$ cat config.mk
export PLATFORM = sky130hd
export DESIGN_NAME = fir_16_tap
export DESIGN_NICKNAME = d
export VERILOG_FILES = /design/src/rtl/fir_pkg.sv /design/src/rtl/fir_mac.sv /design/src/rtl/fir_16_tap.sv
export SDC_FILE = /design/constraint.sdc
export NUM_CORES = 2
export LEC_CHECK = 0
export CORE_ASPECT_RATIO = 1.2
export CORE_MARGIN = 2
export CORE_UTILIZATION = 40
export CTS_CLUSTER_SIZE = 24
export DETAILED_ROUTE_END_ITERATION = 16
export GPL_TIMING_DRIVEN = 0
export PLACE_DENSITY_LB_ADDON = 0.25
export SLEW_MARGIN = 20
export SYNTH_ARGS = -nofsm -noshare
export SYNTH_HDL_FRONTEND = slang
export SYNTH_SLANG_ARGS = --single-unit
$ cat constraint.sdc
create_clock -name clk -period 22.5 [get_ports clk]
set_clock_uncertainty 0.1 [all_clocks]
set_input_delay 3.375 -clock clk [delete_from_list [all_inputs] [get_ports clk]]
set_output_delay 3.375 -clock clk [all_outputs]
set_load 0.01 [all_outputs]
$ cat src/rtl/fir_pkg.sv
// fir_pkg: shared constants, state type and output saturation for the
// 16-tap accelerometer FIR filter.
//   NUM_TAPS / DATA_W / COEF_W  fixed filter geometry
//   ACC_W                       accumulator width; holds 16 full-scale products
//   fir_state_t                 controller states
//   sat16()                     clamp a wide signed value to 16-bit signed
package fir_pkg;

    localparam int NUM_TAPS = 16;
    localparam int DATA_W   = 16;
    localparam int COEF_W   = 16;
    localparam int ACC_W    = 37;
    localparam int TAP_W    = 4;

    typedef enum logic [1:0] {
        IDLE = 2'd0,
        MAC  = 2'd1,
        DONE = 2'd2
    } fir_state_t;

    localparam logic signed [ACC_W-1:0] SAT_MAX = 37'sd32767;
    localparam logic signed [ACC_W-1:0] SAT_MIN = -37'sd32768;

    function automatic logic signed [DATA_W-1:0] sat16(input logic signed [ACC_W-1:0] v);
        logic signed [DATA_W-1:0] r;
        if (v > SAT_MAX) begin
            r = 16'sh7FFF;
        end else if (v < SAT_MIN) begin
            r = 16'sh8000;
        end else begin
            r = v[DATA_W-1:0];
        end
        return r;
    endfunction

endpackage

$ cat src/rtl/fir_mac.sv
// fir_mac: combinational multiply-accumulate step.
//   acc_in   signed accumulator value
//   data     signed sample
//   coeff    unsigned Q0.16 weight
//   acc_out  acc_in + signed(data) * unsigned(coeff)
module fir_mac
    import fir_pkg::*;
(
    input  logic signed [ACC_W-1:0]  acc_in,
    input  logic signed [DATA_W-1:0] data,
    input  logic        [COEF_W-1:0] coeff,
    output logic signed [ACC_W-1:0]  acc_out
);

    localparam int PROD_W = DATA_W + COEF_W + 1;

    logic signed [PROD_W-1:0] data_ext;
    logic signed [PROD_W-1:0] coeff_ext;
    logic signed [PROD_W-1:0] product;

    // The coefficient is zero-extended so the multiply stays signed while the
    // weight keeps its full unsigned range; 33 bits hold every product exactly.
    assign data_ext  = {{(PROD_W-DATA_W){data[DATA_W-1]}}, data};
    assign coeff_ext = {{(PROD_W-COEF_W){1'b0}}, coeff};
    assign product   = data_ext * coeff_ext;
    assign acc_out   = acc_in + {{(ACC_W-PROD_W){product[PROD_W-1]}}, product};

endmodule

$ cat src/rtl/fir_16_tap.sv
// fir_16_tap: sequential 16-tap FIR, one multiply-accumulate per clock.
//   clk          system clock, rising edge
//   rst_n        asynchronous active-low reset
//   run          start strobe, honoured only while idle
//   busy         high from the accepting edge until the result is written
//   sample_in    signed sample, shifted into the delay line on accept
//   filter_data  last saturated result, held between computations
//   coeff0..15   unsigned Q0.16 tap weights, coeff0 weights the newest sample
module fir_16_tap
    import fir_pkg::*;
(
    input  logic                     clk,
    input  logic                     rst_n,
    input  logic                     run,
    output logic                     busy,
    input  logic signed [DATA_W-1:0] sample_in,
    output logic signed [DATA_W-1:0] filter_data,
    input  logic        [COEF_W-1:0] coeff0,
    input  logic        [COEF_W-1:0] coeff1,
    input  logic        [COEF_W-1:0] coeff2,
    input  logic        [COEF_W-1:0] coeff3,
    input  logic        [COEF_W-1:0] coeff4,
    input  logic        [COEF_W-1:0] coeff5,
    input  logic        [COEF_W-1:0] coeff6,
    input  logic        [COEF_W-1:0] coeff7,
    input  logic        [COEF_W-1:0] coeff8,
    input  logic        [COEF_W-1:0] coeff9,
    input  logic        [COEF_W-1:0] coeff10,
    input  logic        [COEF_W-1:0] coeff11,
    input  logic        [COEF_W-1:0] coeff12,
    input  logic        [COEF_W-1:0] coeff13,
    input  logic        [COEF_W-1:0] coeff14,
    input  logic        [COEF_W-1:0] coeff15
);

    fir_state_t               state_reg;
    logic [TAP_W-1:0]         tap_reg;
    logic signed [ACC_W-1:0]  acc_reg;
    logic signed [ACC_W-1:0]  acc_next;
    logic                     busy_reg;
    logic signed [DATA_W-1:0] filter_data_reg;
    logic signed [DATA_W-1:0] dly_reg [NUM_TAPS];
    logic        [COEF_W-1:0] coeff_arr [NUM_TAPS];
    logic                     shift_en;

    assign coeff_arr[0]  = coeff0;
    assign coeff_arr[1]  = coeff1;
    assign coeff_arr[2]  = coeff2;
    assign coeff_arr[3]  = coeff3;
    assign coeff_arr[4]  = coeff4;
    assign coeff_arr[5]  = coeff5;
    assign coeff_arr[6]  = coeff6;
    assign coeff_arr[7]  = coeff7;
    assign coeff_arr[8]  = coeff8;
    assign coeff_arr[9]  = coeff9;
    assign coeff_arr[10] = coeff10;
    assign coeff_arr[11] = coeff11;
    assign coeff_arr[12] = coeff12;
    assign coeff_arr[13] = coeff13;
    assign coeff_arr[14] = coeff14;
    assign coeff_arr[15] = coeff15;

    // A run arriving in MAC or DONE must neither shift nor restart.
    assign shift_en = (state_reg == IDLE) && run;

    always_ff @(posedge clk or negedge rst_n) begin
        if (!rst_n) begin
            for (int k = 0; k < NUM_TAPS; k++) begin
                dly_reg[k] <= '0;
            end
        end else if (shift_en) begin
            for (int k = NUM_TAPS-1; k > 0; k--) begin
                dly_reg[k] <= dly_reg[k-1];
            end
            dly_reg[0] <= sample_in;
        end
    end

    // Tap index selects both the delay-line entry and its live coefficient.
    fir_mac u_mac (
        .acc_in  (acc_reg),
        .data    (dly_reg[tap_reg]),
        .coeff   (coeff_arr[tap_reg]),
        .acc_out (acc_next)
    );

    always_ff @(posedge clk or negedge rst_n) begin
        if (!rst_n) begin
            state_reg       <= IDLE;
            tap_reg         <= '0;
            acc_reg         <= '0;
            busy_reg        <= 1'b0;
            filter_data_reg <= '0;
        end else begin
            case (state_reg)
                IDLE: begin
                    if (run) begin
                        state_reg <= MAC;
                        tap_reg   <= '0;
                        acc_reg   <= '0;
                        busy_reg  <= 1'b1;
                    end
                end
                MAC: begin
                    acc_reg <= acc_next;
                    // Wraps 15 -> 0 as the last tap is accumulated.
                    tap_reg <= tap_reg + 4'd1;
                    if (tap_reg == 4'(NUM_TAPS-1)) begin
                        state_reg <= DONE;
                    end
                end
                DONE: begin
                    // Arithmetic shift floors toward minus infinity (Q0.16 scaling).
                    filter_data_reg <= sat16(acc_reg >>> COEF_W);
                    busy_reg        <= 1'b0;
                    state_reg       <= IDLE;
                end
                default: begin
                    state_reg <= IDLE;
                end
            endcase
        end
    end

    assign busy        = busy_reg;
    assign filter_data = filter_data_reg;

endmodule

-- Yosys cells after proc, flatten, opt, wreduce, memory -nomap -nowiden
Index checks and enable logic that the tools add are counted.
- order comparisons: 3
- bitwise logic cells: 1
- equality and inequality tests: 5
- $add $sub $neg: 2
- $mul: 1
- mux-type cells: 17
- reductions and logical operators: 7
- operators by type and width (cell ; number):
    binary-select mux 16 bit (select 4 bit) ; 2
    two-way mux 16 bit ; 6
    one-hot mux 37 bit (2 select lines) ; 1
    adder 37 bit ; 1
    two-way mux 37 bit ; 1
    multiplier 16 x 17 -> 33 bit ; 1
    greater-than comparator 21 x 16 -> 1 bit (second input constant) ; 1
    less-than comparator 21 x 16 -> 1 bit (second input constant) ; 1
    one-hot mux 4 bit (2 select lines) ; 1
    AND reduction 2 bit ; 3
    greater-or-equal comparator 5 bit (second input constant) ; 1
    inverter 4 -> 5 bit ; 1
    adder 4 x 1 -> 4 bit (second input constant) ; 1
    equality test 4 bit (second input constant) ; 1
    two-way mux 2 bit ; 2
    two-way mux 4 bit ; 1
    != test 2 bit (second input constant) ; 2
    one-hot mux 2 bit (2 select lines) ; 1
    nonzero test 2 bit ; 2
    equality test 2 x 1 -> 1 bit (second input constant) ; 1
    equality test 2 bit (second input constant) ; 1
    zero test 2 bit ; 1
    one-hot mux 1 bit (2 select lines) ; 1
    logical AND 1 bit ; 1
    two-way mux 1 bit ; 1
- output and inout bits: 17
- word-level logic and storage cells: 57
- register bits: 316
- bits of input ports: 275

-- Longest topological paths before layout
- word-level depth: 7
- gate-level depth with buffers: 41
- mapped depth without buffers: 37

-- Modules after synthesis
Synthesis repeated with hierarchy kept, for this count alone.
- cell total of the unflattened synthesis: 2510
- area total of the unflattened synthesis: 26842.0 um^2
- by module, submodules not included (module ; cells each ; times used ; seq. area each (um^2) ; area an instance (um^2)):
    fir_16_tap ; 1216 ; 1 ; 7907.6 ; 16091.7
    fir_mac ; 1294 ; 1 ; 0.0 ; 10750.3

-- Least setup slack after synthesis
OpenSTA, ideal clock, no wires.
- kind: input to register
- start point: in coeff7[10]
- end point: reg acc_reg[36]
- path buffers: 1
- data arrival time: 11345 ps
- setup time: 121 ps
- stages: 34
- required time: 22279 ps
- setup slack: 10934 ps
- cell sequence: mux4_2 mux2_2 o21ai_0 buf_2 nor2_1 fa_1 inv_1 fa_1 fa_1 fa_1 inv_1 fa_1 inv_1 fa_1 inv_1 ha_1 a21oi_1 nand2_1 o311ai_2 o211ai_1 a221o_1 a21o_1 a21oi_1 xnor2_1 ha_1 nand2_1 o21ai_0 nand3_1 a21oi_1 a21oi_1 o211a_1 or3b_1 a32oi_1 nand2_1
- longest elaborated chain between the ends: 6
- RTL lines (what ; line ; source):
    from (decl) ; fir_16_tap.sv:25 ; input logic [COEF_W-1:0] coeff7,
    binary-select mux 16 bit (select 4 bit) ; fir_16_tap.sv:83 ; .coeff (coeff_arr[tap_reg]),
    two-way mux 16 bit (not written as such) (2 in series) ; fir_16_tap.sv:83 ;
    multiplier 16 x 17 -> 33 bit ; fir_mac.sv:25 ; assign product = data_ext * coeff_ext;
    adder 37 bit ; fir_mac.sv:26 ; assign acc_out = acc_in + {{(ACC_W-PROD_W){product[PROD_W-1]}}, product};
    one-hot mux 37 bit (2 select lines) ; fir_16_tap.sv:95 ; case (state_reg)
    to (signal assigned) ; fir_16_tap.sv:105 ; acc_reg <= acc_next;
    to (decl) ; fir_16_tap.sv:38 ; logic signed [ACC_W-1:0] acc_reg;
No other way between the ends. The select of a mux whose other input is x is not followed.
A chain may end at the register's enable or synchronous reset.

-- Final worst setup path
- start point: in coeff3[3]
- end point: reg acc_reg[36]
- longest elaborated chain between the ends: 6
- RTL lines (what ; line ; source):
    from (decl) ; fir_16_tap.sv:21 ; input logic [COEF_W-1:0] coeff3,
    binary-select mux 16 bit (select 4 bit) ; fir_16_tap.sv:83 ;
    two-way mux 16 bit (not written as such) (2 in series) ; fir_16_tap.sv:83 ;
    multiplier 16 x 17 -> 33 bit ; fir_mac.sv:25 ;
    adder 37 bit ; fir_mac.sv:26 ;
    one-hot mux 37 bit (2 select lines) ; fir_16_tap.sv:95 ;
No other way between the ends. The select of a mux whose other input is x is not followed.

==> flow_summary.yaml <==
status:
  outcome: "completed"
route:
  drt_iter0_drc: 1521
  routed_wl_um: 88400
  vias: 22200
  ant_nets: 0
  routed_via_density: 5.38
  routedWlPerCell_um: 21.4
  dr.pass1.iters: 5
  drc: 0
timing:
  max_freq_mhz: 77.2
  finalHoldViolations: 0
  layout_min_cycle_time_ps: 12960
  rsz0062_at_grt: "no"
  tightest_slew_ps: 1140
  setup_tns_ps: 0
  finalSetupViolCount: 0
  maxSlewHeadroom_pct: 24.2
  drv_slew: 0
  min_period_over_period_pct: 57.6
clock_network:
  clk_pin_slew_ps: 60
  cts_setup_buffers: 0
  h-tree-depth: 2
  cts_resized: 0
  tritoncts: "done"
  hold_buffers: 0
  cts_buffer_depth: 3
  clock-root-buffer: "clkbuf_16"
  cts_sinks: 316
  clk_latency_ps: 570
  cts_inserted_buffers: 35
worst_setup_path:
  rr_endpoint: "acc_reg[36]"
  end_kind: "flip-flop"
  path_delay_family: "adder cells"
  worstSetupPathType: "input port to flip-flop"
  critPathBufInv: 7
  worstPathMaxFanout: 10
  r2r_cells: 36
  critPathLaunchType: "input port"
  cp_common_cell: "fa_1"
  cp.required_ps: 22850
  r2r_slack_ps: 10990
  max_stage_delay_ps: 850
  worstReg2RegStart: "tap_reg[1]"
  cp_slowest_cell: "o21ai_0"
  critPathArrivalTime_ps: 13310
grt:
  gr-total-overflow: 0
  grt_pass1_vias: 22900
  antenna_found_initial: 3
  track_usage_pct: 26.3
  grt_start_max_net_pins: 91
  grt_pass1_wl_um: 135000
layout:
  nFillCells: 6242
  syn2layout_area_growth_pct: 19.8
  nNetsFinal: 3886
  largest_register_ffs: 256
  drive_gt1_share_pct: 8.87
floorplanning:
  die_w_um: 239
  die-height_um: 286
  start_util_pct: 40.4
  rows: 103
  ios: 292
  coreArea_um2: 65700
  dieArea_um2: 68500
synth:
  synth_area_leader_cell: "dfrtp_1"
  netlist_instances: 2924
  synth.yosys.seq_area_share_pct: 29.8
  synth_top_area_share_pct: 29.8
  syn_nets: 3554
  netlist_top_cells_area: "dfrtp_1 (30%), fa_1 (15%), nand2_1 (14%)"
  synth_edf_count: 0
  ys.warnings.count: 0
  synth-main-ff-cell: "dfrtp_1"
  synth_cell_types: 72
  ys_ff_latch: 316
  netlist_area_um2: 26600
  avgSynthCellArea_um2: 9.08
  async_flop_share_pct: 100
worst_hold_path:
  hp-start: "dly_reg[8]"
  min_to: "dly_reg[8]"
  holdCritPathClass: "flip-flop to flip-flop"
  whs_path_depth: 2
placed_design:
  io_buffers: 291
  place_congestion: 0.909
  hpwl_um: 70500
job:
  cap_violations: 0
cells in the mapped netlist (3+ instances only):
| library cell | count |
|---|---|
| a211oi_2 | 3 |
| a21boi_0 | 3 |
| a21o_1 | 26 |
| a21oi_1 | 84 |
| a21oi_2 | 5 |
| a31oi_1 | 6 |
| and2_1 | 10 |
| and3_1 | 7 |
| buf_1 | 19 |
| buf_2 | 34 |
| clkbuf_1 | 93 |
| dfrtp_1 | 316 |
| fa_1 | 195 |
| ha_1 | 160 |
| inv_1 | 289 |
| mux2_2 | 20 |
| mux2i_1 | 21 |
| mux4_2 | 141 |
| nand2_1 | 989 |
| nand2b_1 | 14 |
| nand3_1 | 33 |
| nand4_1 | 8 |
| nor2_1 | 160 |
| nor2b_1 | 14 |
| nor3_1 | 16 |
| o211ai_1 | 6 |
| o21a_1 | 16 |
| o21ai_0 | 91 |
| o21ai_1 | 16 |
| o21ai_2 | 6 |
| o21bai_1 | 6 |
| o31ai_1 | 3 |
| or2_2 | 4 |
| or3_1 | 4 |
| xnor2_1 | 35 |
| xor2_1 | 24 |
worst reg2reg max path, delay by kind of cell (launching register included):
kind	cells	cell delay (ps)
compound gates	9	2720
buf+inv	8	2210
flops	1	480
fa+ha+maj	8	3670
xor+xnor	1	100
mux	2	800
simple gates	8	1330
logic make-up after synthesis:
group / Yosys count / share of synthesized area, %
and+or+nand+nor: 1268 / 18.9
AOI/OAI and AO/OA: 300 / 7.04
adders and majority gates: 355 / 22.2
buffers and inverters: 444 / 6.53
muxes: 182 / 13.6
DFF: 316 / 29.8
xor gates and xnor gates: 59 / 1.95
placed cells by master, fill, tap and decap left out, types with 6 or more instances in the layout:
cell             synthesis  final
clkbuf_1                93    102
nand4_1                  8      8
o21bai_1                 6      6
o21ai_0                 91     91
dfrtp_1                316    316
nor2_1                 160    160
a31oi_1                  6      6
and2_1                  10     10
o21ai_1                 16     16
a21o_1                  26     26
o21ai_2                  6      6
buf_1                   19     18
mux4_2                 141    141
o211ai_1                 6      6
nand2_1                989    989
nand3_1                 33     33
a21oi_1                 84     84
buf_2                   34     35
o21a_1                  16     16
mux2_2                  20     20
xnor2_1                 35     35
nand2b_1                14     14
clkbuf_16                0     35
inv_1                  289    289
ha_1                   160    160
clkdlybuf4s50_1          0    290
fa_1                   195    195
nor3_1                  16     16
and3_1                   7      7
xor2_1                  24     24
mux2i_1                 21     21
nor2b_1                 14     14
clkbuf_8                 0      7
worst max-delay path by stage:
stage,cells past startpoint,startpoint,end,slack [ps]
4_1_cts,35,coeff2[3],acc_reg[36],9750
2_1_floorplan,34,coeff7[10],acc_reg[36],10930
3_5_place_dp,35,coeff2[3],acc_reg[36],9170
6_report,35,coeff3[3],acc_reg[36],9540
3_3_place_gp,1,rst_n,dly_reg[24],3460
5_1_grt,35,coeff3[3],acc_reg[36],9030
per-layer routing:
layer / up-vias / wire length, µm / track usage, %
met5: - / 0 / 0
met1: 11100 / 33500 / 32.1
met3: 190 / 6570 / 5.41
met2: 769 / 43900 / 44.5
li1: 10200 / - / -
met4: 0 / 4440 / 12.3
per-stage QoR:
step,instances,worst slack [ps],util (%),hold WS (ps),cell area [µm²]
after floorplan,2924,10930,-,341,26600
after global placement,4055,3460,46.4,353,30500
after detailed placement,4059,9170,46.6,361,30600
after CTS,4122,9750,48.4,375,31800
after global routing,4124,9030,48.4,401,31800
final,4125,9540,48.4,374,31800
layout make-up:
class,instances,area [µm²],area share (%)
Antenna cell,3,7.51,0.0236
Timing Repair Buffer,295,3030,9.52
Inverter,292,1100,3.45
Multi-Input combinational cell,2164,16900,53.2
Clock buffer,52,1010,3.17
Tap cell,840,1050,3.30
Sequential cell,316,7910,24.9
Buffer,152,641,2.01
Clock inverter,11,153,0.480
Power is left out: the tool's default activity adds up to more than one toggle a clock period on the data nets, which glitch-free logic cannot reach.
